[config.mk]
export PLATFORM = sky130hd
export DESIGN_NAME = scaler_vline_dda
export DESIGN_NICKNAME = d
export VERILOG_FILES = /design/src/rtl/scaler_vline_dda_pkg.sv /design/src/rtl/vline_dda_map.sv /design/src/rtl/scaler_vline_dda.sv
export SDC_FILE = /design/constraint.sdc
export NUM_CORES = 1
export LEC_CHECK = 0
export ABC_AREA = 1
export BUFFER_PORTS_ARGS = -buffer_cell sky130_fd_sc_hd__buf_2
export CORE_AREA = 2 2 159 161
export DETAILED_ROUTE_END_ITERATION = 12
export DIE_AREA = 0 0 161 163
export PLACE_DENSITY = 0.94
export SYNTH_ARGS = -nofsm -noshare
export SYNTH_HDL_FRONTEND = slang
export SYNTH_SLANG_ARGS = --single-unit
[constraint.sdc]
create_clock -name VCLK -period 10.55 [get_ports VCLK]
set_input_delay 3.165 -clock VCLK [delete_from_list [all_inputs] [get_ports VCLK]]
set_output_delay 3.165 -clock VCLK [all_outputs]
set_load 0.1 [all_outputs]
[src/rtl/scaler_vline_dda_pkg.sv]
// rtl/scaler_vline_dda_pkg.sv - shared constants and state encoding for the vertical line DDA
package scaler_vline_dda_pkg;

    localparam int FRAC_W  = 17;
    localparam int ILINE_W = 11;
    localparam int ACC_W   = FRAC_W + ILINE_W + 1;
    localparam int STEP_W  = 28;

    localparam logic [ACC_W-1:0] ONE_Q17  = ACC_W'(1) << FRAC_W;
    localparam logic [ACC_W-1:0] HALF_Q17 = ONE_Q17 >> 1;

    typedef enum logic [2:0] {
        ST_VDDA_IDLE,
        ST_VDDA_LOAD,
        ST_VDDA_STEP,
        ST_VDDA_ACTIVE,
        ST_VDDA_DONE
    } vdda_state_e;

endpackage

[src/rtl/vline_dda_map.sv]
// rtl/vline_dda_map.sv - accumulator snapshot to source line pair / phase, plus output register
module vline_dda_map
    import scaler_vline_dda_pkg::*;
#(
    parameter int LINE_W  = 10,
    parameter int PHASE_W = 8
) (
    input  logic                             clk_i,
    input  logic                             rst_i,
    input  logic                             vld_i,
    input  logic [ILINE_W+PHASE_W:0]         snap_i,
    input  logic [LINE_W-1:0]                vpos_i,
    input  logic [LINE_W-1:0]                needed_i,
    output logic [LINE_W-1:0]                rdline_a_o,
    output logic [LINE_W-1:0]                rdline_b_o,
    output logic [PHASE_W-1:0]               v_phase_o,
    output logic                             line_vld_o
);

    localparam int SNAP_W = ILINE_W + PHASE_W + 1;

    logic [ILINE_W-1:0] last;
    logic [ILINE_W-1:0] iline_raw;
    logic [ILINE_W-1:0] iline;
    logic [ILINE_W-1:0] inext;
    logic [ILINE_W-1:0] iline_b;
    logic [PHASE_W-1:0] phase_raw;
    logic [PHASE_W-1:0] phase;

    always_comb begin
        last      = ILINE_W'(needed_i) - ILINE_W'(1);
        iline_raw = '0;
        phase_raw = '0;
        // Negative accumulator means the sample sits above the first line centre.
        if (!snap_i[SNAP_W-1]) begin
            iline_raw = snap_i[SNAP_W-2:PHASE_W];
            phase_raw = snap_i[PHASE_W-1:0];
        end
        iline = iline_raw;
        phase = phase_raw;
        if (iline_raw > last) begin
            iline = last;
            phase = '0;
        end
        inext   = iline + ILINE_W'(1);
        iline_b = (inext > last) ? last : inext;
    end

    always_ff @(posedge clk_i or posedge rst_i) begin
        if (rst_i) begin
            rdline_a_o <= '0;
            rdline_b_o <= '0;
            v_phase_o  <= '0;
            line_vld_o <= 1'b0;
        end else begin
            line_vld_o <= vld_i;
            if (vld_i) begin
                rdline_a_o <= LINE_W'(ILINE_W'(vpos_i) + iline);
                rdline_b_o <= LINE_W'(ILINE_W'(vpos_i) + iline_b);
                v_phase_o  <= phase;
            end
        end
    end

endmodule

[src/rtl/scaler_vline_dda.sv]
// rtl/scaler_vline_dda.sv - per-output-line vertical DDA producing source line pair and blend phase
module scaler_vline_dda
    import scaler_vline_dda_pkg::*;
#(
    parameter int LINE_W  = 10,
    parameter int PHASE_W = 8
) (
    input  logic                VCLK,
    input  logic                VRST,
    input  logic                frame_start_i,
    input  logic                line_req_i,
    input  logic [LINE_W-1:0]   vpos_1st_rdline_i,
    input  logic [LINE_W-1:0]   vlines_in_needed_i,
    input  logic [10:0]         vlines_out_i,
    input  logic [17:0]         v_interp_factor_i,
    output logic [LINE_W-1:0]   rdline_a_o,
    output logic [LINE_W-1:0]   rdline_b_o,
    output logic [PHASE_W-1:0]  v_phase_o,
    output logic                line_vld_o,
    output logic                frame_done_o
);

    localparam int SNAP_W = ILINE_W + PHASE_W + 1;

    vdda_state_e         state_q, state_d;
    logic [LINE_W-1:0]   vpos_q;
    logic [LINE_W-1:0]   needed_q;
    logic [10:0]         vout_q;
    logic [10:0]         cnt_q;
    logic [17:0]         factor_q;
    logic [STEP_W-1:0]   step_q;
    logic [ACC_W-1:0]    acc_q;
    logic [SNAP_W-1:0]   snap_q;
    logic                snap_vld_q;
    logic                accept;

    (* multstyle = "dsp" *) logic [STEP_W-1:0] prod;
    assign prod = STEP_W'(needed_q) * STEP_W'(factor_q);

    always_comb begin
        state_d = state_q;
        accept  = 1'b0;
        case (state_q)
            ST_VDDA_IDLE:   state_d = ST_VDDA_IDLE;
            ST_VDDA_LOAD: begin
                if (vlines_out_i == '0 || vlines_in_needed_i == '0)
                    state_d = ST_VDDA_DONE;
                else
                    state_d = ST_VDDA_STEP;
            end
            ST_VDDA_STEP:   state_d = ST_VDDA_ACTIVE;
            ST_VDDA_ACTIVE: begin
                if (cnt_q == vout_q)
                    state_d = ST_VDDA_DONE;
                else
                    accept = line_req_i;
            end
            ST_VDDA_DONE:   state_d = ST_VDDA_DONE;
            default:        state_d = ST_VDDA_IDLE;
        endcase
        if (frame_start_i) begin
            state_d = ST_VDDA_LOAD;
            accept  = 1'b0;
        end
    end

    // acc is two's complement in an unsigned register; its MSB is the sign.
    always_ff @(posedge VCLK or posedge VRST) begin
        if (VRST) begin
            state_q    <= ST_VDDA_IDLE;
            vpos_q     <= '0;
            needed_q   <= '0;
            vout_q     <= '0;
            factor_q   <= '0;
            step_q     <= '0;
            acc_q      <= '0;
            cnt_q      <= '0;
            snap_q     <= '0;
            snap_vld_q <= 1'b0;
        end else begin
            state_q    <= state_d;
            snap_vld_q <= accept;
            if (state_q == ST_VDDA_LOAD) begin
                vpos_q   <= vpos_1st_rdline_i;
                needed_q <= vlines_in_needed_i;
                vout_q   <= vlines_out_i;
                factor_q <= v_interp_factor_i;
            end
            if (state_q == ST_VDDA_STEP) begin
                step_q <= prod;
                acc_q  <= ACC_W'(prod >> 1) - HALF_Q17;
                cnt_q  <= '0;
            end
            if (accept) begin
                snap_q <= acc_q[ACC_W-1:FRAC_W-PHASE_W];
                acc_q  <= acc_q + ACC_W'(step_q);
                cnt_q  <= cnt_q + 11'd1;
            end
        end
    end

    assign frame_done_o = (state_q == ST_VDDA_DONE);

    vline_dda_map #(
        .LINE_W  (LINE_W),
        .PHASE_W (PHASE_W)
    ) u_map (
        .clk_i      (VCLK),
        .rst_i      (VRST),
        .vld_i      (snap_vld_q),
        .snap_i     (snap_q),
        .vpos_i     (vpos_q),
        .needed_i   (needed_q),
        .rdline_a_o (rdline_a_o),
        .rdline_b_o (rdline_b_o),
        .v_phase_o  (v_phase_o),
        .line_vld_o (line_vld_o)
    );

endmodule
==> results of run 1 <==
## final timing paths
kind                                                      start                               to  slack [ns]  cells past startpoint
worst min-delay path            u_map.rdline_a_o[1]$_DFFE_PP0P_  u_map.rdline_a_o[1]$_DFFE_PP0P_        0.48                      2
max in group asynchronous                                  VRST          factor_q[9]$_DFFE_PP0P_        6.17                      3
worst min register to register  u_map.rdline_a_o[1]$_DFFE_PP0P_  u_map.rdline_a_o[1]$_DFFE_PP0P_        0.48                      2
worst max-delay path                    needed_q[0]$_DFFE_PP0P_  u_map.rdline_b_o[9]$_DFFE_PP0P_        2.35                     50
worst max register to register          needed_q[0]$_DFFE_PP0P_  u_map.rdline_b_o[9]$_DFFE_PP0P_        2.35                     50
min in group asynchronous                                  VRST            snap_q[3]$_DFFE_PP0P_        2.94                      2
## state kept, by name, indices dropped and copies added (netlist names), 3 cells and up
signal,cells
acc_q,29
step_q,28
snap_q,20
factor_q,18
cnt_q,11
vout_q,11
needed_q,10
u_map.rdline_a_o,10
u_map.rdline_b_o,10
vpos_q,10
u_map.v_phase_o,8
state_q,3
## cell usage after synthesis, drive strengths merged (5+ instances only)
cell	n
clkbuf	61
inv	351
ha	133
xnor2	22
nor2	106
nor3	17
nand2	629
a31oi	10
buf	17
o21bai	6
a21oi	91
nor4	9
dfrtp	170
xor2	47
fa	129
o211ai	7
nand4	11
a21o	5
nand3	68
o31ai	8
o21ai	137
## layout make-up
| cell class | count | area (µm²) |
|---|---|---|
| clock buffer | 17 | 425 |
| clock inverter | 15 | 209 |
| fill | 1835 | 7570 |
| inverter | 353 | 1330 |
| multi-input combinational | 1468 | 10000 |
| sequential | 170 | 4250 |
| tap | 330 | 413 |
| timing repair buffer | 90 | 470 |
## worst reg2reg max path, delay by kind of cell, from the launching register on
kind | cells | cell delay (ns)
buffers and inverters | 4 | 0.47
and+or+nand+nor | 30 | 3.31
AOI/OAI and AO/OA | 8 | 1.31
xor gates and xnor gates | 3 | 0.74
adders and majority gates | 5 | 1.50
DFF | 1 | 0.83
## metal layers
layer  up-vias  GRT usage
li1       6507          -
met1      6680      0.394
met2       800      0.558
met3       212     0.0558
met4         0      0.190
met5         -          0
## kinds of logic after synthesis
group / count (synthesis) / share of synthesized area
compound gates: 287 / 0.101
xor+xnor: 69 / 0.0385
fa+ha+maj: 262 / 0.267
buf+inv: 431 / 0.103
flops: 170 / 0.268
simple gates: 850 / 0.222
## through the flow
step	hold slack [ns]	setup WS (ns)
floorplan	0.440	2.78
global placement	0.454	3.18
detailed placement	0.469	2.77
CTS	0.488	2.61
global route	0.503	1.68
finish	0.480	2.35
==> reports/qor.csv, run 1 <==
stage,metric,value,unit
clocking,postCtsSetupRepairBufs,0,
synth,synth_edf_count,0,
layout,final_net_count,2415,
setup_path,worst_path_most_repeated_cell,nor2_1,
drt,vias,14200,
sta,finalHoldViolations,0,
clocking,cts_tree,done,
drt,wl_per_cell,16.9,µm
synth,ys_seq_area_frac,0.268,
layout,layout_commonest_cell,nand2_1,
setup_path,cp-end-kind,flop,
setup_path,critPathMaxStageDelay,0.83,ns
setup_path,cp_slowest_cell,dfrtp_1,
synth,syn_area,15900,µm²
clocking,htreeDepth,4,
global_routing,grt_use_total,0.327,
sta,finClkSkew,0.0142,ns
die,chipWidth,161,µm
layout,design_area,17100,µm²
setup_path,cp_data_required_time,10.94,ns
clocking,cts_buffers,17,
sta,fin_tns_setup,0,ns
clocking,path_clk_slew,0.08,ns
sta,setup_violations,0,
setup_path,crit_arrival,8.60,ns
die,core-area,24700,µm²
layout,stdcell_count,2443,
global_routing,grt_pass1_wl,68300,µm
job,drv_cap,0,
die,fp.dieH,163,µm
drt,drtPass1Iterations,9,
sta,min_period,8.20,ns
clocking,cts_resized,0,
sta,rsz0062_at_grt,false,
drt,top_layer,met4,
clocking,clkSinkCount,170,
clocking,cts_hold_buf,0,
sta,worst_slew_pin_slew,1.04,ns
placed_design,dpl_cell_area,16500,µm²
synth,synth.distinct_cells,57,
drt,drc,0,
synth,synth_top_area_share,0.268,
placed_design,hpwl,30400,µm
die,io_pins,83,
drt,wl,41400,µm
setup_path,criticalPathCategory,reg -> reg,
sta,slew_viol_final,0,
layout,drive_gt1_frac,0.0838,
synth,synthCells,2069,
global_routing,overflow,0,
drt,drt-met1-wl,15500,µm
drt,met2_length,20300,µm
setup_path,crit_buf_inv,4,
synth,synth_nets,2384,
min_path,hold_class,reg -> reg,
clocking,clk_latency,0.45,ns
global_routing,antenna_found_initial,0,
die,num_rows,58,
setup_path,startpoint_type,flop,
synth,synthArstFlopShare,1.00,
layout,final_cell_mix,"616 x nand2_1, 344 x inv_1, 170 x dfrtp_1",
drt,ant_nets,0,
setup_path,critical_path.top_delay_family,simple AND/OR/NAND/NOR gates,
sta,max_freq,122,MHz
drt,route.met3.wl,3160,µm
placed_design,io_buffers,82,
sta,slew-limit-headroom,0.302,
clocking,cts_root_buf,clkbuf_16,
setup_path,critPathMaxFanout,21,
layout,diodes,0,
synth,synth_area_leader_cell,dfrtp_1,
sta,fin_crit_sh,0.778,
layout,final_core_util,0.693,
synth,yosysWarningCount,0,
drt,drt-vias-per-instance,5.81,
placed_design,dpl.cell_count,2411,
global_routing,grt_max_degree,108,
synth,avgSynthCellArea,7.68,µm²
status,status,"complete, no violations",
placed_design,place.gp.congestion,0.934,
drt,drtIter0Drc,1327,
layout,syn_to_final_growth,7.67,%
die,dieArea,26200,µm²
synth,synth_area_leaders,"dfrtp_1 27%, fa_1 16%, nand2_1 15%",
synth,ys_seq_elements,170,
synth,synthFlopType,dfrtp_1,
die,start_util,0.644,
clocking,cts_buffer_depth,2,
global_routing,grt_pass1_vias,14500,
Power of run 1 is left out: the tool's default activity adds up to more than one toggle a clock period on the data nets, which glitch-free logic cannot reach.
==> run 2, diff against run 1 <==
ABC_AREA = 0   (was 1)
CORE_AREA = 2 2 161 163   (was 2 2 159 161)
DIE_AREA = 0 0 163 165   (was 0 0 161 163)
PLACE_DENSITY = 0.92   (was 0.94)
clock period = 8 ns   (was 10.55 ns; I/O delays follow)
==> run 2 against run 1 <==
Effect of this change:
- final cell count is 12% lower
- routed wire length is 1.8% lower
- synthesized area is 0.16% higher
- sequential share of layout area is 0.56 points lower
- critical path type unchanged
- hold slack better by 0.0037 ns
- maximum frequency is 7.7% higher
- flip-flop and latch count stayed put
- non-clock buffer count is 29 higher
- synthesized cell count is 16% lower
==> reports/qor.csv, run 2 <==
stage,metric,value,unit,change
clocking,cts_buffers,17,,unchanged
drt,wl_per_cell,19.0,µm,+12%
global_routing,use_met2,0.558,,about the same
setup_path,criticalPathCategory,reg -> reg,,
layout,top_regs,"acc_q x29, step_q x28, snap_q x20",,
layout,fillers,1760,,-4.1%
min_path,min-delay-start,snap_q[18]$_DFFE_PP0P_,,
synth,ys_seq_area_frac,0.267,,-0.000421
die,start_util,0.635,,-0.00833
placed_design,io_buffers,82,,unchanged
synth,synth_top_area_share,0.267,,-0.000421
sta,finalHoldViolations,0,,unchanged
synth,yosysWarningCount,0,,unchanged
sta,fin_crit_sh,0.952,,+0.174
drt,ant_nets,0,,unchanged
layout,layout_commonest_cell,nand2_1,,
global_routing,grt_max_degree,97,,-10%
min_path,hold_class,reg -> reg,,
synth,synth_area_leader_cell,dfrtp_1,,
global_routing,grt_use_total,0.311,,-0.0163
layout,final_cell_mix,"283 x nand2_1, 177 x inv_1, 170 x dfrtp_1",,
setup_path,worst_r2r_startpoint,needed_q[4]$_DFFE_PP0P_,,
synth,yosysMostFrequentCell,nand2_1,,
setup_path,crit_arrival,7.95,ns,-0.65 ns
drt,drtIter0Drc,1086,,-18%
setup_path,cp_data_required_time,8.34,ns,-2.60 ns
setup_path,cp_slowest_cell,or4_4,,
job,drv_cap,0,,unchanged
synth,synthArstFlopShare,1.00,,unchanged
global_routing,overflow,0,,unchanged
synth,synthCells,1737,,-16%
global_routing,grt_pass1_vias,13600,,-6.2%
placed_design,place.gp.congestion,0.911,,-2.5%
layout,final_net_count,2114,,-12%
global_routing,use_met3,0.0560,,+0.000234
layout,final_core_util,0.699,,+0.00575
die,chipWidth,163,µm,+1.2%
synth,synth_common_cells,"284 x nand2_1, 178 x inv_1, 170 x dfrtp_1, 133 x ha_1, 129 x fa_1",,
setup_path,critPathMaxFanout,9,,-57%
setup_path,reg2reg_slack,0.38,ns,-1.96 ns
sta,fin_tns_setup,0,ns,unchanged
drt,drc,0,,unchanged
die,fp.dieH,165,µm,+1.2%
layout,top_register,acc_q,,
clocking,htreeDepth,4,,unchanged
sta,finClkSkew,0.0164,ns,+0.00217 ns
die,num_rows,58,,unchanged
setup_path,critPathMaxStageDelay,0.60,ns,-0.23 ns
sta,slew_viol_final,0,,unchanged
status,status,"complete, no violations",,
die,core-area,25000,µm²,+1.5%
sta,worst_slew_pin_slew,1.18,ns,+0.139 ns
clocking,clkSinkCount,170,,unchanged
setup_path,r2r-end,u_map.rdline_b_o[9]$_DFFE_PP0P_,,
clocking,clk_latency,0.45,ns,about the same
sta,slew-limit-headroom,0.210,,-0.0915
sta,setup_violations,0,,unchanged
die,dieArea,26900,µm²,+2.5%
drt,drtPass1Iterations,5,,-4
clocking,cts_root_buf,clkbuf_16,,
global_routing,grt_use_met1,0.361,,-0.0332
setup_path,startpoint_type,flop,,
synth,synth_area_leaders,"dfrtp_1 27%, fa_1 16%, ha_1 10%",,
setup_path,cp-end-kind,flop,,
drt,drt-vias-per-instance,6.15,,+5.7%
synth,avgSynthCellArea,9.16,µm²,+19%
placed_design,dpl.cell_count,2105,,-13%
synth,syn_area,15900,µm²,+0.16%
min_path,whs_endpoint,snap_q[18]$_DFFE_PP0P_,,
sta,min_period,7.62,ns,-0.587 ns
layout,stdcell_count,2142,,-12%
drt,vias,13200,,-7.3%
clocking,cts_hold_buf,0,,unchanged
layout,largest_reg_flops,29,,unchanged
layout,syn_to_final_growth,9.98,%,
synth,ys_seq_elements,170,,unchanged
setup_path,reg2regPathDepth,37,,-26%
layout,drive_gt1_frac,0.140,,+0.0564
clocking,path_clk_slew,0.08,ns,about the same
global_routing,gr-max-usage-layer,met2,,
clocking,cts_buffer_depth,2,,unchanged
synth,synthFlopType,dfrtp_1,,
die,io_pins,83,,unchanged
placed_design,hpwl,29400,µm,-3.6%
global_routing,grt_pass1_wl,66300,µm,-3.0%
drt,wl,40600,µm,-1.8%
sta,max_freq,131,MHz,+7.7%
clocking,cts_tree,done,,
layout,diodes,0,,unchanged
synth,synth_nets,2052,,-14%
synth,synth.distinct_cells,83,,+46%
synth,synth_edf_count,0,,unchanged
min_path,hold_depth,2,,unchanged
global_routing,antenna_found_initial,0,,unchanged
-- run 2: cell types whose count changed after synthesis, moves of 17 or more --
cell / change
a21o_1: +28
o21a_1: +17
and3_1: +19
mux2_2: +63
xnor2_1: +56
and2_1: +87
o21ai_0: -56
nand3_1: -35
inv_1: -167
nor2b_1: +18
xor2_1: -26
nor2_1: -41
nand2_1: -332
-- run 2: layout make-up --
type	count	area, µm²	share of cell area
inverter	180	681	0.0389
sequential	170	4250	0.243
tap	330	413	0.0236
clock buffer	17	425	0.0243
multi-input combinational	1311	10800	0.617
clock inverter	15	246	0.0141
timing repair buffer	119	688	0.0393
-- run 2: worst max path at each step --
stage                                       start                              end  slack, ns  cells after the start
final                     needed_q[4]$_DFFE_PP0P_  u_map.rdline_b_o[9]$_DFFE_PP0P_       0.38                     37
after CTS                 needed_q[0]$_DFFE_PP0P_  u_map.rdline_b_o[9]$_DFFE_PP0P_       0.03                     37
after detailed placement  needed_q[0]$_DFFE_PP0P_  u_map.rdline_b_o[9]$_DFFE_PP0P_      -0.03                     37
after floorplan           needed_q[1]$_DFFE_PP0P_  u_map.rdline_b_o[9]$_DFFE_PP0P_       0.05                     40
after global placement    needed_q[4]$_DFFE_PP0P_  u_map.rdline_b_o[9]$_DFFE_PP0P_       0.15                     36
after global routing      needed_q[0]$_DFFE_PP0P_  u_map.rdline_b_o[9]$_DFFE_PP0P_      -0.07                     37
-- run 2: worst max-delay path: cells and delay by family (launching register included) --
family          cells  cell delay [ns]
compound gates     18             3.30
simple gates       10             2.06
fa+ha+maj           4             1.06
xor+xnor            3             0.44
flops               1             0.38
buf+inv             2             0.27
-- run 2: through the flow --
step / hold slack, ns / instance area [µm²] / worst slack [ns]
global placement: 0.454 / 16700 / 0.147
CTS: 0.479 / 17400 / 0.0290
detailed placement: 0.461 / 16700 / -0.0251
floorplan: 0.352 / 15900 / 0.0497
global route: 0.505 / 17500 / -0.0702
finish: 0.484 / 17500 / 0.384
-- run 2: per-layer routing --
metal  up-vias  routed length [µm]
met1      6474               15400
li1       5915                   -
met3       156                2720
met5         -                   0
met2       619               20700
met4         0                1770
-- run 2: repair_timing --
action                     CTS  global route
setup endpoints to repair    1             4
buffers inserted             1             4
resized for setup            1            16
pin swaps                    2             6
-- run 2: kinds of logic (layout without fill, tap and decap cells) --
group	Yosys count	count (layout)	share of synthesized area
flops	170	170	0.267
xor+xnor	101	101	0.0579
fa+ha+maj	262	262	0.267
buf+inv	256	331	0.0607
compound gates	306	306	0.126
simple gates	572	572	0.172
mux	70	70	0.0492
Power of run 2 is left out for the same reason.
==> run 3, diff against run 2 <==
CORE_AREA = 10 10 169 171   (was 2 2 161 163)
DIE_AREA = 0 0 179 181   (was 0 0 163 165)
==> run 3 against run 2 <==
Effect of this change:
- count of clock-buffer cells in the layout is the same
- hold slack improved by 0.0022 ns
- flip-flop and latch count unchanged
- critical path type unchanged
- largest cell class unchanged
==> reports/qor.csv, run 3 (same netlist as run 2, synthesis figures left out) <==
stage,metric,value,unit,change
die,dieArea,32400,µm²,+20%
drt,wl,40700,µm,+0.11%
setup_path,cp_num_cells,38,,+2.7%
layout,fillers,1799,,+2.2%
global_routing,gr-max-usage-layer,met2,,
setup_path,cp-end-kind,flop,,
setup_path,worst_r2r_startpoint,needed_q[0]$_DFFE_PP0P_,,
setup_path,startpoint,needed_q[0]$_DFFE_PP0P_,,
setup_path,startpoint_type,flop,,
layout,top_register,acc_q,,
global_routing,grt_max_degree,99,,+2.1%
clocking,cts_hold_buf,0,,unchanged
placed_design,place_ws,-0.0992,ns,-0.0742 ns
sta,fin_tns_setup,0,ns,unchanged
setup_path,cp_slowest_cell,or4b_4,,
setup_path,criticalPathCategory,reg -> reg,,
setup_path,r2r-end,u_map.rdline_b_o[9]$_DFFE_PP0P_,,
global_routing,antenna_found_initial,0,,unchanged
sta,finClkSkew,0.0203,ns,+0.00393 ns
placed_design,place.gp.congestion,0.955,,+4.8%
placed_design,io_buffers,82,,unchanged
clocking,cts_buffers,17,,unchanged
layout,final_net_count,2114,,unchanged
setup_path,crit_arrival,8.05,ns,+0.10 ns
clocking,htreeDepth,4,,unchanged
global_routing,grt_use_met1,0.302,,-0.0593
sta,min_period,7.71,ns,+0.0953 ns
setup_path,crit_buf_inv,3,,+1
drt,drtIter0Drc,971,,-11%
sta,setup_violations,0,,unchanged
drt,drtPass1Iterations,6,,+1
sta,max_freq,130,MHz,-1.2%
global_routing,grt_pass1_wl,67400,µm,+1.8%
global_routing,grt_use_total,0.255,,-0.0562
layout,diodes,0,,unchanged
status,status,"complete, no violations",,
setup_path,reg2regPathDepth,38,,+2.7%
placed_design,hpwl,30300,µm,+3.3%
sta,slew-limit-headroom,0.198,,-0.0119
clocking,path_clk_slew,0.07,ns,about the same
min_path,hold_depth,2,,unchanged
drt,drt-vias-per-instance,6.12,,-0.46%
drt,ant_nets,0,,unchanged
drt,drc,0,,unchanged
drt,wl_per_cell,19.0,µm,+0.11%
sta,setup_ws,0.289,ns,-0.0953 ns
clocking,cts_tree,done,,
sta,finalHoldViolations,0,,unchanged
sta,fin_crit_sh,0.964,,+0.0119
setup_path,critPathMaxStageDelay,0.49,ns,-0.11 ns
die,core-area,25000,µm²,unchanged
layout,largest_reg_flops,29,,unchanged
global_routing,overflow,0,,unchanged
setup_path,crit_path_end,u_map.rdline_b_o[9]$_DFFE_PP0P_,,
min_path,hold_class,reg -> reg,,
layout,drive_gt1_frac,0.140,,unchanged
die,io_pins,83,,unchanged
die,chipWidth,179,µm,+9.8%
layout,top_regs,"acc_q x29, step_q x28, snap_q x20",,
global_routing,grt_pass1_vias,13800,,+1.4%
job,drv_cap,0,,unchanged
clocking,cts_root_buf,clkbuf_16,,
clocking,clkSinkCount,170,,unchanged
global_routing,use_met2,0.438,,-0.121
clocking,clk_latency,0.46,ns,about the same
layout,syn_to_final_growth,9.95,%,about the same
sta,worst_slew_pin_slew,1.20,ns,+0.0178 ns
die,fp.dieH,181,µm,+9.7%
drt,vias,13100,,-0.46%
setup_path,reg2reg_slack,0.29,ns,-0.10 ns
setup_path,critical_path.top_delay_family,compound AO/OA/AOI/OAI gates,,
layout,final_cell_mix,"283 x nand2_1, 177 x inv_1, 170 x dfrtp_1",,
global_routing,use_met3,0.0498,,-0.00617
setup_path,critPathMaxFanout,9,,unchanged
setup_path,cp_data_required_time,8.34,ns,about the same
layout,layout_commonest_cell,nand2_1,,
sta,slew_viol_final,0,,unchanged
clocking,cts_buffer_depth,2,,unchanged
die,num_rows,58,,unchanged
die,start_util,0.635,,unchanged
==> run 3: changes by cell type in the layout (fill, tap and decap cells not counted) <==
cell / delta
clkinv_8: -1
clkinv_4: -1
nor3b_2: +1
nor3_1: +1
inv_6: +1
nor3_2: -1
inv_8: +1
nor3b_1: -1
==> run 3: metal layers <==
layer  wire [µm]  vias to the layer above  share of wire
met1       15600                     6489           0.38
met2       20600                      549           0.51
met4        1620                        0          0.040
li1            -                     5917              -
met5           0                        -              0
met3        2890                      149          0.071
==> run 3: final cells by class <==
class / count / area (µm²) / area share
clock buffer: 17 / 425 / 0.0243
timing repair buffer: 119 / 688 / 0.0393
sequential: 170 / 4250 / 0.243
tap: 330 / 413 / 0.0236
inverter: 180 / 681 / 0.0389
clock inverter: 15 / 241 / 0.0138
multi-input combinational: 1311 / 10800 / 0.617
==> run 3: timing repair <==
action                     CTS  global route
pin swaps                    1             2
setup endpoints to repair    1             3
resized for setup            1            16
setup buffers                1             4
==> run 3: worst reg2reg max path, delay by kind of cell (launching register included) <==
kind            cells  cell delay [ns]
fa+ha+maj           5             1.30
simple gates       10             2.03
compound gates     18             3.20
xor+xnor            2             0.20
flops               1             0.43
buf+inv             3             0.41
==> run 3: metrics by stage <==
step                hold WS, ns  area [µm²]  std cells  utilization
global placement          0.453       16700       2105        0.667
floorplan                 0.352       15900       1737            -
detailed placement        0.463       16700       2105        0.667
CTS                       0.487       17400       2138        0.694
finish                    0.486       17500       2142        0.699
global route              0.508       17500       2142        0.699
==> run 3: how the worst min path moves through the flow <==
stage / start / endpoint / slack (ns)
4_1_cts: step_q[0]$_DFFE_PP0P_ / step_q[0]$_DFFE_PP0P_ / 0.49
5_1_grt: snap_q[0]$_DFFE_PP0P_ / snap_q[0]$_DFFE_PP0P_ / 0.51
2_1_floorplan: snap_vld_q$_DFF_PP0_ / u_map.line_vld_o$_DFF_PP0_ / 0.35
3_5_place_dp: snap_q[18]$_DFFE_PP0P_ / snap_q[18]$_DFFE_PP0P_ / 0.46
6_report: snap_q[4]$_DFFE_PP0P_ / snap_q[4]$_DFFE_PP0P_ / 0.49
3_3_place_gp: snap_q[18]$_DFFE_PP0P_ / snap_q[18]$_DFFE_PP0P_ / 0.45
Power of run 3 is left out for the same reason.
